===== config.mk =====
export PLATFORM = sky130hd
export DESIGN_NAME = control_flow_unit_l4_flat
export DESIGN_NICKNAME = d
export VERILOG_FILES = /design/src/rtl/control_flow_unit_l4_if.sv /design/src/rtl/control_flow_unit_l4.sv /design/src/flat_wrapper.sv
export SDC_FILE = /design/constraint.sdc
export NUM_CORES = 1
export LEC_CHECK = 0
export BUFFER_PORTS_ARGS = -buffer_cell sky130_fd_sc_hd__buf_2
export CELL_PAD_IN_SITES_DETAIL_PLACEMENT = 1
export CELL_PAD_IN_SITES_GLOBAL_PLACEMENT = 2
export CORE_MARGIN = 4
export CORE_UTILIZATION = 23
export DETAILED_ROUTE_END_ITERATION = 10
export PLACE_DENSITY = 0.84
export SYNTH_ARGS = -nofsm -noshare
export SYNTH_HDL_FRONTEND = slang
export SYNTH_SLANG_ARGS = --single-unit

===== constraint.sdc =====
create_clock -name clk -period 3.3 [get_ports clk]
set_clock_uncertainty 0.1 [all_clocks]
set_input_delay 0.165 -clock clk [delete_from_list [all_inputs] [get_ports clk]]
set_output_delay 0.165 -clock clk [all_outputs]
set_load 0.1 [all_outputs]

===== src/rtl/control_flow_unit_l4_if.sv =====
// Handshake bundles for the control-flow unit: decode->execute (D) and execute->writeback (W).

interface d_x_intf #(
  parameter int unsigned p_seq_num_bits = 5
);
  logic                      val;
  logic                      rdy;
  logic [31:0]               pc;
  logic [p_seq_num_bits-1:0] seq_num;
  logic [31:0]               op1;
  logic [31:0]               op2;
  logic [31:0]               op3_branch_imm;
  logic [4:0]                waddr;
  logic [3:0]                uop;
  logic [5:0]                preg;
  logic [5:0]                ppreg;

  modport master (
    output val, pc, seq_num, op1, op2, op3_branch_imm, waddr, uop, preg, ppreg,
    input  rdy
  );
  modport slave (
    input  val, pc, seq_num, op1, op2, op3_branch_imm, waddr, uop, preg, ppreg,
    output rdy
  );
endinterface

interface x_w_intf #(
  parameter int unsigned p_seq_num_bits = 5
);
  logic                      val;
  logic                      rdy;
  logic [31:0]               pc;
  logic [p_seq_num_bits-1:0] seq_num;
  logic [4:0]                waddr;
  logic [31:0]               wdata;
  logic                      wen;

  modport master (
    output val, pc, seq_num, waddr, wdata, wen,
    input  rdy
  );
  modport slave (
    input  val, pc, seq_num, waddr, wdata, wen,
    output rdy
  );
endinterface


===== src/rtl/control_flow_unit_l4.sv =====
// Single-stage JAL/JALR execute unit: writes the link address (pc + 4) and
// computes the jump target internally for the trace view.

module control_flow_unit_l4 #(
  parameter int unsigned p_seq_num_bits = 5
) (
  input logic  clk,
  input logic  rst,
  d_x_intf.slave d,
  x_w_intf.master w
);

  localparam logic [3:0] UopJal  = 4'd1;
  localparam logic [3:0] UopJalr = 4'd2;

  logic                      val_q;
  logic [31:0]               pc_q;
  logic [p_seq_num_bits-1:0] seq_q;
  logic [4:0]                waddr_q;
  logic [31:0]               wdata_q;
  logic                      wen_q;
  logic [3:0]                uop_q;
  logic [31:0]               target_q;

  logic                      d_fire;
  logic [31:0]               target_d;
  logic                      is_jump;
  logic [175:0]              trace_str;
  logic                      unused_sink;

  // Accept whenever the output slot is empty or is draining this cycle.
  assign d.rdy  = !val_q || w.rdy;
  assign d_fire = d.val && d.rdy;

  // Decode jump kind and compute the (non-architectural) target.
  always_comb begin
    target_d = '0;
    is_jump  = 1'b0;
    case (d.uop)
      UopJal: begin
        target_d = d.pc + d.op3_branch_imm;
        is_jump  = 1'b1;
      end
      UopJalr: begin
        target_d = (d.op1 + d.op3_branch_imm) & ~32'h1;
        is_jump  = 1'b1;
      end
      default: ;
    endcase
  end

  // Valid bit: async clear drops any held instruction; otherwise refill on drain/empty.
  always_ff @(posedge clk or posedge rst) begin
    if (rst) begin
      val_q <= 1'b0;
    end else if (d.rdy) begin
      val_q <= d.val;
    end
  end

  // Datapath payload; contents are don't-care while val_q is low.
  always_ff @(posedge clk) begin
    if (d_fire) begin
      pc_q     <= d.pc;
      seq_q    <= d.seq_num;
      waddr_q  <= d.waddr;
      wdata_q  <= d.pc + 32'd4;
      wen_q    <= is_jump;
      uop_q    <= d.uop;
      target_q <= target_d;
    end
  end

  assign w.val     = val_q;
  assign w.pc      = pc_q;
  assign w.seq_num = seq_q;
  assign w.waddr   = waddr_q;
  assign w.wdata   = wdata_q;
  assign w.wen     = wen_q;

  function automatic logic [7:0] hex_char(input logic [3:0] n);
    return (n < 4'd10) ? (8'h30 + {4'h0, n}) : (8'h57 + {4'h0, n});
  endfunction

  // 22 chars: "NAME wwwwwwww tttttttt" (uop, wdata, target); all blanks when idle.
  function automatic logic [175:0] trace();
    logic [175:0] s;
    s = {22{8'h20}};
    if (val_q) begin
      case (uop_q)
        UopJal:  s[175:144] = "JAL ";
        UopJalr: s[175:144] = "JALR";
        default: s[175:144] = "OTH ";
      endcase
      for (int i = 0; i < 8; i++) begin
        s[135-8*i -: 8] = hex_char(wdata_q[31-4*i -: 4]);
        s[63-8*i -: 8]  = hex_char(target_q[31-4*i -: 4]);
      end
    end
    return s;
  endfunction

  // Trace view for simulation/debug probing.
  always_comb begin
    trace_str = trace();
  end

  // op2/preg/ppreg are carried by the bundle but never consumed here.
  assign unused_sink = ^{d.op2, d.preg, d.ppreg, trace_str};

endmodule


===== src/flat_wrapper.sv =====
// flat-port wrapper written by rule: the top's interface ports become plain ports
module control_flow_unit_l4_flat 
#(
  parameter int unsigned p_seq_num_bits = 5
)
  (clk, rst, d_val, d_pc, d_seq_num, d_op1, d_op2, d_op3_branch_imm, d_waddr, d_uop, d_preg, d_ppreg, d_rdy, w_val, w_pc, w_seq_num, w_waddr, w_wdata, w_wen, w_rdy);
  d_x_intf #(.p_seq_num_bits(p_seq_num_bits)) d_i ();
  x_w_intf #(.p_seq_num_bits(p_seq_num_bits)) w_i ();
  input logic clk;
  input logic rst;
  input wire logic [$bits(d_i.val)-1:0] d_val;
  input wire logic [$bits(d_i.pc)-1:0] d_pc;
  input wire logic [$bits(d_i.seq_num)-1:0] d_seq_num;
  input wire logic [$bits(d_i.op1)-1:0] d_op1;
  input wire logic [$bits(d_i.op2)-1:0] d_op2;
  input wire logic [$bits(d_i.op3_branch_imm)-1:0] d_op3_branch_imm;
  input wire logic [$bits(d_i.waddr)-1:0] d_waddr;
  input wire logic [$bits(d_i.uop)-1:0] d_uop;
  input wire logic [$bits(d_i.preg)-1:0] d_preg;
  input wire logic [$bits(d_i.ppreg)-1:0] d_ppreg;
  output wire logic [$bits(d_i.rdy)-1:0] d_rdy;
  output wire logic [$bits(w_i.val)-1:0] w_val;
  output wire logic [$bits(w_i.pc)-1:0] w_pc;
  output wire logic [$bits(w_i.seq_num)-1:0] w_seq_num;
  output wire logic [$bits(w_i.waddr)-1:0] w_waddr;
  output wire logic [$bits(w_i.wdata)-1:0] w_wdata;
  output wire logic [$bits(w_i.wen)-1:0] w_wen;
  input wire logic [$bits(w_i.rdy)-1:0] w_rdy;
  assign d_i.val = d_val;
  assign d_i.pc = d_pc;
  assign d_i.seq_num = d_seq_num;
  assign d_i.op1 = d_op1;
  assign d_i.op2 = d_op2;
  assign d_i.op3_branch_imm = d_op3_branch_imm;
  assign d_i.waddr = d_waddr;
  assign d_i.uop = d_uop;
  assign d_i.preg = d_preg;
  assign d_i.ppreg = d_ppreg;
  assign d_rdy = d_i.rdy;
  assign w_val = w_i.val;
  assign w_pc = w_i.pc;
  assign w_seq_num = w_i.seq_num;
  assign w_waddr = w_i.waddr;
  assign w_wdata = w_i.wdata;
  assign w_wen = w_i.wen;
  assign w_i.rdy = w_rdy;
  control_flow_unit_l4 #(.p_seq_num_bits(p_seq_num_bits)) u_core (.clk(clk), .rst(rst), .d(d_i), .w(w_i));
endmodule

After elaboration in Yosys (flattened, before gate mapping)
Cells that the tools add are included.
{ "op_classes": {"eq_ne": 2, "reduce_logical": 4, "n_addsub": 1, "muxes": 1} }
{ "op_table": {"columns": ["cell", "count"], "rows": [
  ["$add A32 B3 Y32 const B", 1],
  ["$eq A4 B1 Y1 const B", 1],
  ["$eq A4 B2 Y1 const B", 1],
  ["$reduce_or A2 Y1", 1],
  ["$logic_and A1 B1 Y1", 1],
  ["$logic_not A1 Y1", 1],
  ["$logic_or A1 B1 Y1", 1],
  ["$mux W1", 1]
]} }
{ "word_totals": {"out_inout_bits": 77, "input_bits": 158, "reg_bits": 76} }

Logic depth before layout (Yosys ltp)
Gate-level depths: netlist of the first run.
{ "depth": {"depth_word": 3, "ltp_mapped": 5} }

Worst setup path before layout of the first run
OpenSTA, ideal clock, no wires.
{ "synth_path": {"path_type": "reg2reg", "startpoint": "register u_core.val_q (netlist: u_core.w.val)", "endpoint": "register u_core.pc_q[10] (netlist: u_core.w.pc[10]), enable pin", "arrival_time_ns": 3.489, "path_stages_with_launch": 3, "slack_ns": -0.727, "path_cell_list": "dfrtp_1 > nand2b_1 > and2_1"} }
{ "synth_between": {"elab_chain_cells": 3} }
{ "synth_lines": {"columns": ["element", "line", "source"], "rows": [
  ["start: declaration", "control_flow_unit_l4.sv:16", "logic val_q;"],
  ["start signal: assignment", "control_flow_unit_l4.sv:57", "val_q <= d.val;"],
  ["$logic_not A1 Y1", "control_flow_unit_l4.sv:32", "assign d.rdy = !val_q || w.rdy;"],
  ["$logic_or A1 B1 Y1", "control_flow_unit_l4.sv:32", null],
  ["net d_rdy", "flat_wrapper.sv:21", "output wire logic [$bits(d_i.rdy)-1:0] d_rdy;"],
  ["$logic_and A1 B1 Y1", "control_flow_unit_l4.sv:33", "assign d_fire = d.val && d.rdy;"],
  ["net u_core.d_fire", "control_flow_unit_l4.sv:25", "logic d_fire;"],
  ["end signal: assignment", "control_flow_unit_l4.sv:64", "pc_q <= d.pc;"],
  ["end: declaration", "control_flow_unit_l4.sv:17", "logic [31:0] pc_q;"]
]} }
The timed path passes the listed nets, and every way through them passes these cells.
A chain may end at the register's enable or synchronous reset.

Worst setup path in the final report of the first run
{ "layout_path": {"startpoint": "input port d_pc[11]", "endpoint": "register u_core.wdata_q[31] (netlist: u_core.w.wdata[31]), data pin"} }
{ "layout_between": {"elab_chain_cells": 1} }
{ "layout_lines": {"columns": ["element", "line", "source"], "rows": [
  ["start: declaration", "flat_wrapper.sv:12", "input wire logic [$bits(d_i.pc)-1:0] d_pc;"],
  ["$add A32 B3 Y32", "control_flow_unit_l4.sv:67", "wdata_q <= d.pc + 32'd4;"],
  ["end signal: assignment", "control_flow_unit_l4.sv:67", null],
  ["end: declaration", "control_flow_unit_l4.sv:20", "logic [31:0] wdata_q;"]
]} }
No other way between the ends.

==> summary.txt, run 1 <==
Status = finished, final reports clean
First-pass GRT wire length = 12,300 µm
Fin Hold WS = 0.01729 ns
Post-Place Cell Area = 0.003715 mm²
Die ar. = 0.01441 mm²
Syn Area/Cell = 17.49 µm²
Vias = 2,069
Hold Path Class = input pin to register
Synthesized flop and latch total = 74
Slew headroom = 0.3559
CP max-delay cell = dlygate4sd3_1
Pin count of the biggest net entering global routing = 74
Netlist cell types = 21
CP Cell Sequence = dlygate4sd3_1 -> buf_2 -> nand4_1 -> nor2_1 -> nand4_1 -> xnor2_1
Iter 0 DRT Violations = 112
CP Launch Type = input pin
Syn Nets = 324
Maximum fanout along the worst path = 7
Hold Startpoint = d_uop[3]
Routability cong. = 0.7163
Worst IR Drop VDD = 0.2455 mV
CTS Buf Count = 9
Final wirelength = 7980 µm
WS Path Type = input pin to register
Fin worst setup slack = 1.211 ns
Final setup violating endpoints = 0
Synth warnings = 0
Crit. End Element = register
Cell Pwr Density = 617.4 mW/mm²
Synth-to-Final Area Change = 53.27%
Fin crit share = 0.6330
Die Wd = 120.0 µm
Die Height = 120.0 µm
Layout cell share with drive strength beyond 1 = 0.4302
Placed wire-length estimate = 5673 µm
Row count = 40
RSZ-0062 raised after global routing = false
Antenna Violating Nets Remaining = 0
Root Driver = clkbuf_16
Average wire per standard cell = 15.59 µm
Grt total ovfl = 0
Number of global-route vias before repair = 2,274
Worst-margin pin slew = 0.9662 ns
CP startpoint = d_pc[11]
Commonest non-fill, non-tap cell in the layout = buf_2
Clk_lat worst skew = 0.33 ns
Post-route cell area = 0.004424 mm²
Resized cells post-CTS = 0
Min Tclk post-route = 2.089 ns
Critical Path RT = 3.28 ns
Pre-CTS WS = 1.377 ns
Fin. Hold Viols = 0
H-tree depth = 3
Clk sink count = 74
Synthesized instance count = 165
Tot Pwr = 2.731 mW
Clk buf depth = 2
Antenna violations before repair = 0
Final slew viol count = 0
Port Buf Inserts = 126
Worst r2r src = u_core.w.val
GRT Total Usage = 0.1143
CORE AREA = 0.01216 mm²
Fmax = 478.7 MHz
Nets = 498
Cell repeated most along the worst path = nand4_1
Starting Density = 0.2373
CTS clk-pin slew, worst paths = 0.06 ns
Critical Path AT = 2.07 ns
Drt first pass iters = 4
CTS tree = built
Ant diodes = 0
Vias per std cell = 4.041
Mapped Area = 0.002887 mm²
Leakage = 1.737 nW
Number of remaining DRC errors = 0
Sequential area share after synthesis = 0.7681
Setup TNS = 0 ns
Most frequent cells in the layout = 126 x buf_2, 73 x edfxtp_1, 39 x dlygate4sd3_1
# IOs = 235
Max incr delay on CP = 0.55 ns
MaxCap Viol Count = 0
[report_power, final]
group	leakage [nW]	switching (mW)	internal, mW	total (mW)
clock	0.153	0.374	0.664	1.04
combinational	0.877	0.478	0.104	0.582
sequential	0.706	0.0125	1.10	1.11
total	1.74	0.864	1.87	2.73
[path summary, 6_finish.rpt]
| check | cells after the start | slack, ns | to |
|---|---|---|---|
| min in group asynchronous | 3 | 0.11 | u_core.w.val |
| max in group asynchronous | 3 | 2.90 | u_core.w.val |
| setup reg to reg | 2 | 1.48 | u_core.w.pc[31] |
| hold / removal | 2 | 0.02 | u_core.w.wen |
| hold reg to reg | 2 | 0.46 | u_core.w.val |
| setup / recovery | 6 | 1.21 | u_core.w.wdata[31] |
[registers in the layout, summed over array words and instances (netlist names)]
name	count
u_core.w.pc	30
u_core.w.seq_num	5
u_core.w.val	1
u_core.w.waddr	5
u_core.w.wdata	32
u_core.w.wen	1
[routing by layer]
| metal | up-vias | GRT usage | routed length, µm |
|---|---|---|---|
| met5 | - | 0 | 0 |
| met4 | 0 | 0.06013 | 181 |
| met3 | 14 | 0.04383 | 813 |
| met2 | 104 | 0.1879 | 3835 |
| met1 | 972 | 0.1284 | 3150 |
| li1 | 979 | - | - |
[cell type report]
class                      instances  area, µm²
fill                            1322       7737
sequential                        74       2217
timing repair buffer             165       1021
multi-input combinational         87      649.4
clock buffer                      10      229.0
tap                              168      210.2
clock inverter                     6      90.09
inverter                           2      7.507
[synth_stat cells (all sizes together)]
master | count | area (µm²)
and2 | 3 | 18.77
and3 | 7 | 45.05
and4 | 2 | 18.77
buf | 2 | 15.01
dfrtp | 1 | 25.02
edfxtp | 73 | 2192
ha | 1 | 12.51
inv | 2 | 7.510
nand2 | 11 | 41.29
nand2b | 2 | 12.51
nand3 | 11 | 55.05
nand4 | 12 | 90.09
nand4b | 2 | 17.52
nor2 | 2 | 7.510
nor3 | 2 | 10.01
nor4 | 3 | 63.81
xnor2 | 26 | 227.7
xor2 | 3 | 26.28
[worst max-delay path, delay by kind of cell]
kind / cells / cell delay (ns)
buf+inv: 2 / 0.73
xor+xnor: 1 / 0.17
simple gates: 3 / 1.00
[repair_timing]
item / CTS / global route
setup endpoints to repair: 0 / 0
buffers inserted: 0 / 0
hold buffers: 39 / 0
hold endpoints to repair: 39 / 0
[stage by stage]
stage	std cells	utilization
final	512	0.3638
after global routing	512	0.3638
after CTS	512	0.3638
after detailed placement	457	0.3055
after global placement	457	0.3055
after floorplan	165	-
[cell families after synthesis]
kind of cell,count (synthesis),share of synthesized area
AND/OR/NAND/NOR,57,0.1318
flip-flops,74,0.7681
adder cells (fa/ha/maj),1,0.004334
buffers and inverters,4,0.007802
XOR/XNOR,29,0.08800
(Power assumes the default switching activity.)
==> run 2: changes to the inputs <==
Settings changed: ABC_AREA from default to 1, CORE_UTILIZATION 23 to 20, PLACE_DENSITY 0.84 to 0.79.
Clock period 3.3 ns to 1.75 ns, I/O delays scaled along.
==> run 2 against run 1 <==
  * Final cell count increased by 29%
  * First-iteration DRC count fell by 24%
  * Non-clock buffer count up 10
  * Via count is 20% higher
  * Global-route usage is 0.28 points lower
  * Sequential power up 88%
  * Routed wire length increased by 21%
  * Design area grew 10%
  * Combinational power is 99% higher
  * Sequential share of layout area down 4.6 points
  * Highest routed layer unchanged
==> summary.txt, run 2 <==
Pin count of the biggest net entering global routing = 74
Row count = 45
Iter 0 DRT Violations = 85
Top cells by area, synth = edfxtp_1 69%, nand2_1 9.8%, nor2_1 3.7%
Fmax = 639.3 MHz
Number of global-route vias before repair = 2,765
Post-route cell area = 0.004882 mm²
Layout cell share with drive strength beyond 1 = 0.3608
WS Path Type = input pin to register
Hold Path Class = input pin to async pin
Final std cells w/o fill = 660
Routability cong. = 0.8401
Final setup violating endpoints = 0
Worst-margin pin slew = 0.5173 ns
Critical Path RT = 1.74 ns
Starting Density = 0.2062
RSZ-0062 raised after global routing = false
Port Buf Inserts = 126
Die ar. = 0.01792 mm²
CTS Buf Count = 9
Worst IR Drop VDD = 0.4150 mV
CP max-delay cell = dlygate4sd3_1
Met3 wire length = 752 µm
Fin. Hold Viols = 0
Grt total ovfl = 0
CTS tree = built
Die Height = 133.9 µm
Met1 wire length = 4091 µm
Nets = 603
CP Launch Type = input pin
Cell repeated most along the worst path = nand2_1
GRT Total Usage = 0.1116
Vias per std cell = 3.759
Share of the synthesized area in the top cell type = 0.6917
Ant diodes = 0
Post-CTS setup repair buffer count = 0
Leakage = 2.063 nW
Die Wd = 133.9 µm
CORE AREA = 0.01537 mm²
R2R Setup Slk = 0.25 ns
# IOs = 235
Clk sink count = 74
Clk_lat worst skew = 0.34 ns
Min Tclk post-route = 1.564 ns
Synthesized flop and latch total = 74
Placed instance count = 596
Fin Hold WS = 0.04175 ns
Synth-to-Final Area Change = 54.05%
Most common cell in the netlist = nand2_1
Pre-CTS WS = 0.1729 ns
Post-Place Cell Area = 0.004084 mm²
CP top delay family = simple AND/OR/NAND/NOR gates
Max incr delay on CP = 0.54 ns
H-tree depth = 3
Antenna violations before repair = 0
Sequential area share after synthesis = 0.6996
Largest register FFs = 32
Mapped Area = 0.003169 mm²
Placed wire-length estimate = 7009 µm
Vias = 2,481
First-pass GRT wire length = 15,080 µm
Number of flops mapped to enable cells by yosys = 73
Synthesized instance count = 260
Commonest non-fill, non-tap cell in the layout = buf_2
Average wire per standard cell = 14.68 µm
Root Driver = clkbuf_16
Final wirelength = 9692 µm
Number of remaining DRC errors = 0
Critical Path AT = 1.56 ns
Synth warnings = 0
Buf/Inv on CP = 2
Most frequent cells in the layout = 126 x buf_2, 83 x nand2_1, 73 x edfxtp_1
Met2 WL = 4685 µm
Ys flop type = edfxtp_1
MaxCap Viol Count = 0
Fin worst setup slack = 0.1857 ns
CP Cell Sequence = dlygate4sd3_1 -> buf_2 -> nand2_1 -> nor2_1 -> nand2_1 -> nor2_4 -> nand2_1 -> nand2_1 -> nand2_1
Syn Nets = 419
Status = finished, final reports clean
CTS clk-pin slew, worst paths = 0.06 ns
Slew headroom = 0.6575
Fin crit share = 0.8939
Drt first pass iters = 4
Antenna Violating Nets Remaining = 0
Area leader, netlist = edfxtp_1
Max layer used = met4
Maximum fanout along the worst path = 5
FFs w/ async S/R, synth = 0.01351
Cell Pwr Density = 1057 mW/mm²
Netlist cell types = 21
Final slew viol count = 0
Top post-synthesis cells by count = 83 x nand2_1, 73 x edfxtp_1, 31 x nor2_1
Clk buf depth = 2
Crit. End Element = register
Syn Area/Cell = 12.19 µm²
run 2: cell families after synthesis:
family,share of synthesized area
AND/OR/NAND/NOR,0.2227
flip-flops,0.6996
buffers and inverters,0.02842
XOR/XNOR,0.04382
AO/OA/AOI/OAI,0.001578
adder cells (fa/ha/maj),0.003947
run 2: cell type report:
cell class | instances | area (µm²)
multi-input combinational | 164 | 883.3
sequential | 74 | 2221
clock inverter | 4 | 51.30
clock buffer | 12 | 256.5
timing repair buffer | 175 | 1131
fill | 1760 | 10490
inverter | 20 | 75.07
tap | 211 | 264.0
run 2: power breakdown:
| group | switching [mW] | internal, mW |
|---|---|---|
| registers | 0.0240 | 2.07 |
| clock network | 0.726 | 1.18 |
| logic | 0.938 | 0.218 |
| total | 1.69 | 3.47 |
run 2: worst register-to-register path: cells and delay by family, from the launching register on:
| kind | cells | cell delay [ns] |
|---|---|---|
| AO/OA/AOI/OAI | 1 | 0.16 |
| flip-flops | 1 | 0.50 |
| buffers and inverters | 1 | 0.36 |
run 2: per-layer routing:
metal	global-route usage	vias to the layer above
met5	0	-
met1	0.1317	1159
met2	0.1791	84
li1	-	1230
met3	0.04614	8
met4	0.04800	0
run 2: what timing repair did:
action / in CTS / in global routing
gates resized for setup: 0 / 3
hold endpoints to repair: 61 / 0
endpoints found under the setup margin: 0 / 3
hold buffers: 48 / 0
run 2: worst paths after layout:
kind | end | start | cells past startpoint
setup reg to reg | u_core.w.wdata[30] | u_core.w.val | 2
hold / removal | u_core.w.val | rst | 3
max in group asynchronous | u_core.w.val | rst | 3
min in group clk | u_core.w.wdata[2] | d_pc[2] | 2
setup / recovery | u_core.w.wdata[31] | d_pc[12] | 9
hold reg to reg | u_core.w.seq_num[4] | u_core.w.val | 2
run 2: stage by stage:
stage / total power, mW / TNS (ns) / utilization
final: 5.159 / 0 / 0.3176
after global routing: 5.371 / 0 / 0.3176
after CTS: 5.261 / 0 / 0.3170
after detailed placement: 3.210 / 0 / 0.2657
after global placement: 3.195 / 0 / 0.2657
after floorplan: 2.974 / -50.39 / -
==> run 3: changes to the inputs <==
Settings changed: CORE_ASPECT_RATIO from default to 0.75, CORE_MARGIN 4 to default, REMOVE_ABC_BUFFERS from default to 1.
==> run 3 against run 2 <==
  * Global-route usage increased by 1.1 points
  * Hold slack improved by 0.26 ns
  * Sequential power hardly changed
  * Via count is 2.3% higher
  * Die area is 8.7% lower
  * Largest power group is now clock
  * Critical path depth stayed put
  * Critical path type unchanged
  * Setup slack lost 0.051 ns
  * First-iteration DRC count decreased by 20%
  * Utilization rose by 0.58 points
  * Clock power up 14%
==> summary.txt, run 3 (synthesized netlist as in run 2, its figures left out) <==
CP Cell Sequence = dlygate4sd3_1 -> buf_2 -> nand2_1 -> nor2_1 -> nand2_1 -> nor2_2 -> nand2_1 -> nand2_1 -> nand2_1
Util after Layout = 0.3234
Antenna violations before repair = 0
Die Wd = 147.4 µm
Largest register FFs = 32
Fin Hold WS = 0.2980 ns
Routability cong. = 0.8295
Post-Place Cell Area = 0.004093 mm²
Number of global-route vias before repair = 2,777
Setup TNS = 0 ns
CTS clk-pin slew, worst paths = 0.06 ns
Clk_lat worst skew = 0.34 ns
First-pass GRT wire length = 14,660 µm
Vias per std cell = 3.873
Row count = 39
Max incr delay on CP = 0.55 ns
Grt total ovfl = 0
Clk sink count = 74
Fmax = 619.2 MHz
Critical Path AT = 1.61 ns
Synth-to-Final Area Change = 56.85%
Met3 Usage GRT = 0.05309
Final setup violating endpoints = 0
Fillers = 1,741
RSZ-0062 raised after global routing = false
CTS Buf Count = 9
Critical Path RT = 1.75 ns
Vias = 2,537
CP max-delay cell = dlygate4sd3_1
Final wirelength = 9527 µm
GR peak layer = met2
Post-CTS setup repair buffer count = 0
Die Height = 111.0 µm
Tot Pwr = 5.436 mW
CP Launch Type = input pin
Status = finished, final reports clean
Number of remaining DRC errors = 0
Met2 Usage GRT = 0.2050
Crit. End Element = register
Ant diodes = 0
Commonest non-fill, non-tap cell in the layout = buf_2
MaxCap Viol Count = 0
H-tree depth = 3
Drt first pass iters = 6
Clk buf depth = 2
Die ar. = 0.01636 mm²
WS Path Type = input pin to register
Final std cells w/o fill = 655
Root Driver = clkbuf_16
Antenna Violating Nets Remaining = 0
Iter 0 DRT Violations = 68
Cell repeated most along the worst path = nand2_1
Fin worst setup slack = 0.1349 ns
Pre-CTS WS = 0.1806 ns
Average wire per standard cell = 14.55 µm
Worst-margin pin slew = 0.5091 ns
Cell Pwr Density = 1093 mW/mm²
Fin. Hold Viols = 0
Post-route cell area = 0.004971 mm²
# IOs = 235
Fin crit share = 0.9229
Layout cell share with drive strength beyond 1 = 0.3689
Starting Density = 0.2062
GRT Total Usage = 0.1223
GR Layer Usage met1 = 0.1384
Maximum fanout along the worst path = 4
Placed instance count = 591
Placed wire-length estimate = 6886 µm
Min Tclk post-route = 1.615 ns
Hold Path Class = input pin to register
Final slew viol count = 0
Port Buf Inserts = 126
Slew headroom = 0.6629
CORE AREA = 0.01537 mm²
CTS tree = built
Nets = 604
Worst IR Drop VDD = 0.4367 mV
Pin count of the biggest net entering global routing = 38
Most frequent cells in the layout = 126 x buf_2, 83 x nand2_1, 73 x edfxtp_1
Leakage = 2.109 nW
-- run 3: changes by cell type in the layout (fill, tap and decap cells not counted), moves of 2 or more --
cell	before	now
nor2_4	6	9
inv_6	0	2
bufinv_16	1	3
clkbuf_8	2	0
nor2_1	29	27
-- run 3: path summary, 6_finish.rpt --
path	from	endpoint	slack (ns)	depth (start not counted)
max in group asynchronous	rst	u_core.w.val	0.85	4
worst min register to register	u_core.w.val	u_core.w.pc[9]	0.78	2
worst max register to register	u_core.w.val	u_core.w.val	0.38	3
min in group asynchronous	rst	u_core.w.val	0.61	4
worst max-delay path	d_pc[15]	u_core.w.wdata[31]	0.13	9
worst min-delay path	w_rdy	u_core.w.pc[9]	0.30	4
-- run 3: timing repair --
action	in CTS	in global routing
resized for setup	0	11
hold endpoints to repair	57	0
setup endpoints to repair	0	10
hold buffers	48	0
-- run 3: final cells by class --
cell class / count / area (µm²) / area share
Inverter: 20 / 75.07 / 0.01510
Timing Repair Buffer: 176 / 1151 / 0.2316
Clock buffer: 9 / 225.2 / 0.04531
Multi-Input combinational cell: 164 / 920.9 / 0.1853
Sequential cell: 74 / 2217 / 0.4460
Tap cell: 205 / 256.5 / 0.05160
Clock inverter: 7 / 125.1 / 0.02517
-- run 3: where the power goes --
part	total [mW]	switching [mW]	internal (mW)	leakage [nW]
clock network	2.18	0.769	1.41	0.171
logic	1.16	0.939	0.225	1.23
registers	2.09	0.0263	2.07	0.706
total	5.44	1.73	3.70	2.11
-- run 3: per-layer routing --
metal  part of all wire  wire length (µm)
met4              0.014               131
met1               0.43              4108
met5                  0                 0
met2               0.49              4696
met3              0.062               591
-- run 3: worst max-delay path: cells and delay by family --
family        cells  cell delay (ns)
buf+inv           2             0.74
simple gates      7             0.79
